[config.mk]
export PLATFORM = sky130hd
export DESIGN_NAME = parking_occupancy_counter
export DESIGN_NICKNAME = d
export VERILOG_FILES = /design/src/rtl/parking_occupancy_counter.sv
export SDC_FILE = /design/constraint.sdc
export NUM_CORES = 1
export LEC_CHECK = 0
export CORE_UTILIZATION = 50
export CTS_CLUSTER_SIZE = 24
export DETAILED_ROUTE_END_ITERATION = 6
export HOLD_SLACK_MARGIN = 0.05
export PLACE_DENSITY = 0.66
export SYNTH_ARGS = -nofsm -noshare
export SYNTH_HDL_FRONTEND = slang
export SYNTH_SLANG_ARGS = --single-unit
export TNS_END_PERCENT = 1
[constraint.sdc]
create_clock -name clk -period 4.4 [get_ports clk]
set_clock_uncertainty 0.1 [all_clocks]
set_input_delay 1.32 -clock clk [delete_from_list [all_inputs] [get_ports clk]]
set_output_delay 1.32 -clock clk [all_outputs]
set_load 0.01 [all_outputs]
[src/rtl/parking_occupancy_counter.sv]
// parking_occupancy_counter
//   Samples one presence sensor per parking spot, synchronizes and debounces
//   each one, and produces registered occupied/vacant counts plus the 2-bit
//   digit scan index for the downstream 4-digit display multiplexer.
//
// Ports
//   clk      in   system clock, rising edge
//   reset_n  in   synchronous active-low reset
//   sensor   in   [SPOTS] per-spot presence, asynchronous, may bounce
//   free     out  [4] vacant spot count (registered)
//   busy     out  [4] occupied spot count (registered)
//   cont     out  [2] display scan index 0..3 (registered)
//   full     out  high while busy == SPOTS (registered)
//   changed  out  one-cycle pulse when busy/free take a new value
module parking_occupancy_counter #(
   parameter int unsigned SPOTS    = 8,
   parameter int unsigned DEBOUNCE = 4,
   parameter int unsigned SCAN_DIV = 50000
) (
   input  logic             clk,
   input  logic             reset_n,
   input  logic [SPOTS-1:0] sensor,
   output logic [3:0]       free,
   output logic [3:0]       busy,
   output logic [1:0]       cont,
   output logic             full,
   output logic             changed
);

   if (SPOTS < 1 || SPOTS > 15) begin : g_bad_spots
      $error("parking_occupancy_counter: SPOTS must be in 1..15");
   end
   if (DEBOUNCE < 1) begin : g_bad_debounce
      $error("parking_occupancy_counter: DEBOUNCE must be >= 1");
   end
   if (SCAN_DIV < 1) begin : g_bad_scan_div
      $error("parking_occupancy_counter: SCAN_DIV must be >= 1");
   end

   // Debounce counter only ever holds 0..DEBOUNCE-1.
   localparam int unsigned CntW = (DEBOUNCE > 1) ? $clog2(DEBOUNCE) : 1;
   localparam int unsigned PreW = (SCAN_DIV > 1) ? $clog2(SCAN_DIV) : 1;
   localparam logic [CntW-1:0] CntMax = CntW'(DEBOUNCE - 1);
   localparam logic [PreW-1:0] PreMax = PreW'(SCAN_DIV - 1);
   localparam logic [3:0]      SpotsW = 4'(SPOTS);

   logic [SPOTS-1:0] sync1_d, sync1_q;
   logic [SPOTS-1:0] sync2_d, sync2_q;
   logic [SPOTS-1:0] stable_d, stable_q;
   logic [CntW-1:0]  cnt_d [SPOTS];
   logic [CntW-1:0]  cnt_q [SPOTS];
   logic [PreW-1:0]  pre_d, pre_q;
   logic [1:0]       cont_d, cont_q;
   logic [3:0]       busy_d, busy_q;
   logic [3:0]       free_d, free_q;
   logic             full_d, full_q;
   logic             changed_d, changed_q;

   always_comb begin
      sync1_d  = sensor;
      sync2_d  = sync1_q;
      stable_d = stable_q;
      for (int i = 0; i < int'(SPOTS); i++) begin
         cnt_d[i] = '0;
         if (sync2_q[i] != stable_q[i]) begin
            // Accept the new level on the cycle the count would reach DEBOUNCE.
            if (cnt_q[i] == CntMax) begin
               stable_d[i] = sync2_q[i];
            end else begin
               cnt_d[i] = cnt_q[i] + 1'b1;
            end
         end
      end

      busy_d = '0;
      for (int i = 0; i < int'(SPOTS); i++) begin
         busy_d = busy_d + 4'(stable_q[i]);
      end
      free_d    = SpotsW - busy_d;
      full_d    = (busy_d == SpotsW);
      changed_d = (busy_d != busy_q);

      if (pre_q == PreMax) begin
         pre_d  = '0;
         cont_d = cont_q + 2'd1;
      end else begin
         pre_d  = pre_q + 1'b1;
         cont_d = cont_q;
      end
   end

   always_ff @(posedge clk) begin
      if (!reset_n) begin
         sync1_q   <= '0;
         sync2_q   <= '0;
         stable_q  <= '0;
         for (int i = 0; i < int'(SPOTS); i++) begin
            cnt_q[i] <= '0;
         end
         pre_q     <= '0;
         cont_q    <= '0;
         busy_q    <= '0;
         free_q    <= SpotsW;
         full_q    <= 1'b0;
         changed_q <= 1'b0;
      end else begin
         sync1_q   <= sync1_d;
         sync2_q   <= sync2_d;
         stable_q  <= stable_d;
         for (int i = 0; i < int'(SPOTS); i++) begin
            cnt_q[i] <= cnt_d[i];
         end
         pre_q     <= pre_d;
         cont_q    <= cont_d;
         busy_q    <= busy_d;
         free_q    <= free_d;
         full_q    <= full_d;
         changed_q <= changed_d;
      end
   end

   assign free    = free_q;
   assign busy    = busy_q;
   assign cont    = cont_q;
   assign full    = full_q;
   assign changed = changed_q;

endmodule
==> results of run 1 <==
report_power, final:
| part | leakage, nW | total (mW) | switching, mW | internal [mW] |
|---|---|---|---|---|
| clock | 0.0905 | 0.447 | 0.213 | 0.234 |
| sequential | 0.544 | 0.624 | 0.00618 | 0.618 |
| combinational | 0.579 | 0.0329 | 0.0131 | 0.0199 |
| total | 1.21 | 1.10 | 0.232 | 0.872 |
state kept, by name, indices dropped and copies added, names as in the netlist:
register / count
cont: 2
pre_q: 16
changed: 1
sync1_q: 8
full: 1
stable_q: 8
busy: 4
sync2_q: 8
free: 3
cnt_q: 16
synth_stat cells (2+ instances only):
| master | number | area [um^2] |
|---|---|---|
| nand4_2 | 2 | 25.0 |
| ha_1 | 13 | 163 |
| and3_1 | 2 | 12.5 |
| nor2b_1 | 9 | 56.3 |
| nor4bb_1 | 8 | 80.1 |
| clkbuf_1 | 5 | 18.8 |
| xor2_1 | 7 | 61.3 |
| nor4_1 | 4 | 25.0 |
| nor3_1 | 4 | 20.0 |
| dfxtp_1 | 67 | 1340 |
| mux2i_1 | 8 | 80.1 |
| nor4b_1 | 8 | 70.1 |
| fa_1 | 4 | 80.1 |
| xnor2_1 | 23 | 201 |
| inv_1 | 15 | 56.3 |
| nand2_1 | 4 | 15.0 |
| nor2_1 | 17 | 63.8 |
| nand3_1 | 5 | 25.0 |
| and2_1 | 24 | 150 |
| nand4_1 | 2 | 12.5 |
metal layers:
| layer | track usage, % | share of wire [%] |
|---|---|---|
| met3 | 4.42 | 3.0 |
| met1 | 19.1 | 51 |
| met2 | 24.6 | 43 |
| met4 | 11.3 | 3.0 |
| met5 | 0 | 0 |
cells by family (layout without fill, tap and decap cells):
family                   after synthesis  count (layout)
AND/OR/NAND/NOR                       95              95
flip-flops                            67              67
XOR/XNOR                              30              30
buffers and inverters                 22              53
adder cells (fa/ha/maj)               17              17
multiplexers                           8               8
AO/OA/AOI/OAI                          4               4
layout make-up:
class,instances,area [um^2],area share [%]
clock buffers,14,163,5.24
inverters,15,56.3,1.81
clock inverters,2,10.0,0.322
flip-flops and latches,67,1340,43.2
multi-input cells,154,1230,39.6
well taps,70,87.6,2.82
repair buffers,22,218,7.01
metrics by stage:
step | hold WS (ns) | instance area [um^2] | std cells | setup slack [ns] | utilization (%)
2_1_floorplan | 0.306 | 2660 | 243 | 0.941 | -
4_1_cts | 0.333 | 3110 | 344 | 0.755 | 60.8
3_5_place_dp | 0.319 | 2930 | 328 | 0.777 | 57.4
5_1_grt | 0.349 | 3110 | 344 | 0.651 | 60.8
6_report | 0.330 | 3110 | 344 | 0.766 | 60.8
3_3_place_gp | 0.315 | 2930 | 328 | 0.816 | 57.4
worst max path at each step:
stage / from / endpoint / slack [ns] / cells past startpoint
6_report: stable_q[0]$_SDFFE_PN0P_ / changed$_SDFF_PN0_ / 0.77 / 10
2_1_floorplan: stable_q[0]$_SDFFE_PN0P_ / changed$_SDFF_PN0_ / 0.94 / 10
3_5_place_dp: stable_q[0]$_SDFFE_PN0P_ / changed$_SDFF_PN0_ / 0.78 / 10
4_1_cts: stable_q[0]$_SDFFE_PN0P_ / changed$_SDFF_PN0_ / 0.75 / 10
3_3_place_gp: stable_q[0]$_SDFFE_PN0P_ / changed$_SDFF_PN0_ / 0.82 / 10
5_1_grt: stable_q[0]$_SDFFE_PN0P_ / changed$_SDFF_PN0_ / 0.65 / 10
==> metrics.md, run 1 <==
| Metric | Value |
|---|---|
| Status | finished clean |
| Number of diodes | 0 |
| Post-Synth Adder-Cell Area | 9.13% |
| Setup crit start kind | flop |
| Setup CP Type | flop to flop |
| Setup_tns | 0 ns |
| First-pass iteration count of the detailed router | 4 |
| Die area | approximately 5600 um^2 |
| Flop-to-flop setup slack | 0.77 ns |
| Share of cells above drive strength 1 | 6.93% |
| Hold WC Path Type | flop to flop |
| Global Route Usage Sum | 15.9% |
| Synth async-reset ratio | 0% |
| Routed WL | around 4000 um |
| Most used cell, CP | fa_1 |
| Synth Register Bits | 67 |
| Cell Chain, Critical Path | fa_1 -> inv_1 -> fa_1 -> fa_1 -> inv_1 -> ha_1 -> fa_1 -> xor2_1 -> xor2_1 -> o41a_1 |
| Worst Hold Depth | 1 |
| Worst setup EP type | flop |
| Post-Synth Simple-Gate Area | a little under a quarter |
| CP top delay family | adder cells |
| Combinational family with the most area after synthesis | simple AND/OR/NAND/NOR gates |
| Most frequent cells in the layout | dfxtp_1 (67), and2_1 (24), xnor2_1 (23) |
| Antenna viol nets, final | 0 |
| Worst reg2reg startpoint | stable_q[0]$_SDFFE_PN0P_ |
| Least-Margin Pin Slew | ~0.47 ns |
| Num Clock Sinks | 67 |
| Unique masters post-synth | 32 |
| Slowest CP cell | fa_1 |
| Post-cts repair resize count | 0 |
| Global-route wire length before repair | 6490 um |
| Total vias in the final route | 1647 |
| Synth Area per Inst | 10.9 um^2 |
| Routed len/inst | 11.4 um |
| Clock latency on the worst-skew pair | roughly 0.33 ns |
| CTS hold repair buffers | 0 |
| Placed wire-length estimate | 2500 um |
| P&R area growth vs syn | 16.8% |
| CP bufs+invs | 2 |
| Post-synthesis xor/xnor area fraction | 9.88% |
| Peak VDD IR | 0.000295 V |
| Core box area | 5110 um^2 |
| # IOs | 22 |
| Remaining global-route overflow | 0 |
| Pleak | 1.21 nW |
| Die Y-Extent | 74.9 um |
| Core Rows | 26 |
| Ys Warns | 0 |
| Hold path start | cnt_q[0][2]$_SDFF_PP0_ |
| Pwr dens | 355 nW/um^2 |
| CTS tree | yes |
| Reg clk slew, reported paths | 0.06 ns |
| Worst EP required | 4.51 ns |
| Period utilization | 82.6% |
| Hold worst-path end | cnt_q[0][2]$_SDFF_PP0_ |
| Worst path arrival time | roughly 3.8 ns |
| Final hold vios | 0 |
| Max_slew headroom | 68.9% |
| IO buf count | 21 |
| Remaining DRCs | 0 |
| Pwr Total | 1.10 mW |
| Worst R2R End | changed$_SDFF_PN0_ |
| Most common flop cell mapped by yosys | dfxtp_1 |
| Post-synth EDFFs | 0 |
| Sequential share of the synthesized area | 50.4% |
| Number of global-route vias before repair | between 1500 and 2000 |
| Commonest non-fill, non-tap cell in the layout | dfxtp_1 |
| Initial core utilization | 52.1% |
| Mux cell area share after synthesis | approximately 3.0% |
| H-Tree Depth | 3 |
| Fin. max-slew vios | 0 |
| Largest net degree at the start of global routing | 54 |
| Final Critical Period | 3.63 ns |
| RSZ-0062 raised after global routing | false |
| TritonCTS Buffers | 9 |
| Die Width | 74.9 um |
| Crit path largest cell delay | roughly 0.54 ns |
| Syn Inst Count | 243 |
| Mapped Area | between 2000 and 3000 um^2 |
| Vias per cell | between 4 and 5 |
| Initial antenna violation count | 0 |
| Setup bufs post-CTS | 0 |
| Fillers | about 470 |
| First-iteration detailed-routing DRC count | 30 |
| Maximum buffer depth of the clock tree | 2 |
| CTS root buffer | clkbuf_8 |
| Final GP Congestion | 0.734 |
| Mapped Nets | 270 |
| Setup-failing EPs final | 0 |
| Max-Cap Viols | 0 |
| Crit path max fanout | 5 |
| Worst r2r path cells | 10 |
| Post-synthesis compound-gate area fraction | 1.08% |
| Final Net Count | between 200 and 300 |
| Fmax | ~280 MHz |
No activity file was read; power rests on OpenSTA's default activity.
==> run 2: changes to the inputs <==
clock period = 3.4 ns   (was 4.4 ns; I/O delays follow)
==> metrics.md, run 2 (synthesized netlist as in run 1, its figures left out) <==
| Metric | Value |
|---|---|
| Maximum buffer depth of the clock tree | 2 |
| Clock latency on the worst-skew pair | 0.34 ns |
| Final Critical Period | 3.35 ns |
| Reg clk slew, reported paths | 0.07 ns |
| Vias per cell | 4.79 |
| Num Clock Sinks | between 60 and 70 |
| Final Net Count | 301 |
| Antenna viol nets, final | 0 |
| # IOs | 22 |
| Die Y-Extent | 74.9 um |
| Worst EP required | 3.53 ns |
| Crit path max fanout | 4 |
| Switching power | 0.322 mW |
| Core Rows | 26 |
| Commonest non-fill, non-tap cell in the layout | dfxtp_1 |
| Fillers | 424 |
| Remaining DRCs | 0 |
| Least-Margin Pin Slew | 0.482 ns |
| Reg power frac | between 50% and 60% |
| Setup_tns | 0 ns |
| Setup CP Type | flop to flop |
| Initial core utilization | between 50 and 60% |
| P&R area growth vs syn | 20.7% |
| Switching part of the total | 20.7% |
| Gate power share | around 2.8% |
| Global-route wire length before repair | 6640 um |
| Status | finished clean |
| Cell Chain, Critical Path | fa_1 -> inv_1 -> fa_1 -> fa_1 -> inv_1 -> ha_2 -> fa_2 -> xor2_1 -> o41a_1 |
| Internal | roughly 1.2 mW |
| Fin. max-slew vios | 0 |
| Pwr dens | 485 nW/um^2 |
| Worst setup EP type | flop |
| Global Route Usage Sum | 16.4% |
| Die Width | 74.9 um |
| Die area | 5620 um^2 |
| Clock power share | 45.4% |
| Routed len/inst | 11.3 um |
| Number of diodes | 0 |
| First-iteration detailed-routing DRC count | 68 |
| Most used cell, CP | fa_1 |
| Share of cells above drive strength 1 | 11.5% |
| Peak VDD IR | 0.000280 V |
| Core box area | 5110 um^2 |
| Largest regs | cnt_q x16, pre_q x16 |
| Initial antenna violation count | 0 |
| Crit path largest cell delay | 0.59 ns |
| Hold WC Path Type | flop to flop |
| H-Tree Depth | 3 |
| Period utilization | 98.5% |
| Slowest CP cell | fa_2 |
| Final GP Congestion | a little under 0.7 |
| First-pass iteration count of the detailed router | 4 |
| Most frequent cells in the layout | dfxtp_1 (66), and2_1 (24), xnor2_1 (23) |
| CTS tree | yes |
| Final hold vios | 0 |
| Placed wire-length estimate | 2700 um |
| Setup-failing EPs final | 0 |
| Setup crit start kind | flop |
| Worst path arrival time | roughly 3.5 ns |
| Fmax | ~300 MHz |
| IO buf count | 21 |
| Number of global-route vias before repair | 1491 |
| Fin util | between 60% and 70% |
| Max-Cap Viols | 0 |
| CTS root buffer | clkbuf_8 |
| Finished Layout Cells | 349 |
| Largest net degree at the start of global routing | 33 |
| Dpl cells | approximately 330 |
| Remaining global-route overflow | 0 |
| Routed WL | about 3900 um |
| Total vias in the final route | 1672 |
| TritonCTS Buffers | 9 |
| Max_slew headroom | 67.8% |
| RSZ-0062 raised after global routing | true |
| Pleak | 1.25 nW |
-- run 2: cell count changes in the layout (fill, tap and decap cells not counted), sizes merged --
cell      delta
clkinvlp     +1
bufinv       +2
buf          +5
clkbuf       -3
-- run 2: layer usage --
layer	track usage (%)	wire length, um	up-vias	share of wire (%)
met5	0	0	-	0
met3	8.03	213	7	5.4
met2	22.1	1580	28	40
met4	7.55	72	0	1.8
li1	-	-	874	-
met1	21.9	2070	763	53
-- run 2: worst paths after layout --
kind                            start  cells past startpoint                      to  slack [ns]
max          stable_q[0]$_SDFFE_PN0P_                      9      changed$_SDFF_PN0_        0.05
min            cnt_q[1][6]$_SDFF_PP0_                      1  cnt_q[1][6]$_SDFF_PP0_        0.33
max reg2reg  stable_q[0]$_SDFFE_PN0P_                      9      changed$_SDFF_PN0_        0.05
min reg2reg    cnt_q[1][6]$_SDFF_PP0_                      1  cnt_q[1][6]$_SDFF_PP0_        0.33
-- run 2: worst max-delay path: cells and delay by family, from the launching register on --
kind / cells / cell delay, ns
DFF: 1 / 0.33
buffers and inverters: 2 / 0.09
xor gates and xnor gates: 1 / 0.08
AOI/OAI and AO/OA: 1 / 0.39
adders and majority gates: 5 / 2.24
-- run 2: power by group through the flow --
stage               clock network [mW]  logic (mW)  registers, mW
finish                           0.708      0.0429          0.807
global route                     0.759      0.0486          0.809
CTS                              0.723      0.0440          0.807
detailed placement                   0      0.0439          0.825
global placement                     0      0.0435          0.825
floorplan                            0      0.0272          0.823
-- run 2: final cells by class --
class	count	area, um^2	share of cell area (%)
clock buffer	11	131	4.09
clock inverter	5	77.6	2.42
multi-input combinational	154	1260	39.3
inverter	15	56.3	1.75
sequential	67	1340	41.8
tap	70	87.6	2.73
timing repair buffer	27	255	7.95
-- run 2: through the flow --
step,hold slack (ns),setup slack (ns),power (mW),instance area [um^2]
after floorplan,0.306,0.0547,0.851,2670
after detailed placement,0.318,-0.00634,0.869,2970
final,0.328,0.0500,1.56,3210
after global routing,0.351,-0.0643,1.62,3210
after CTS,0.334,0.0101,1.57,3200
after global placement,0.314,0.0210,0.869,2970
-- run 2: repair_timing --
action	CTS	global route
setup buffers	1	0
hold buffers	0	0
pin swaps	1	1
setup endpoints to repair	2	4
resized for setup	3	3
endpoints found under the hold margin	0	0
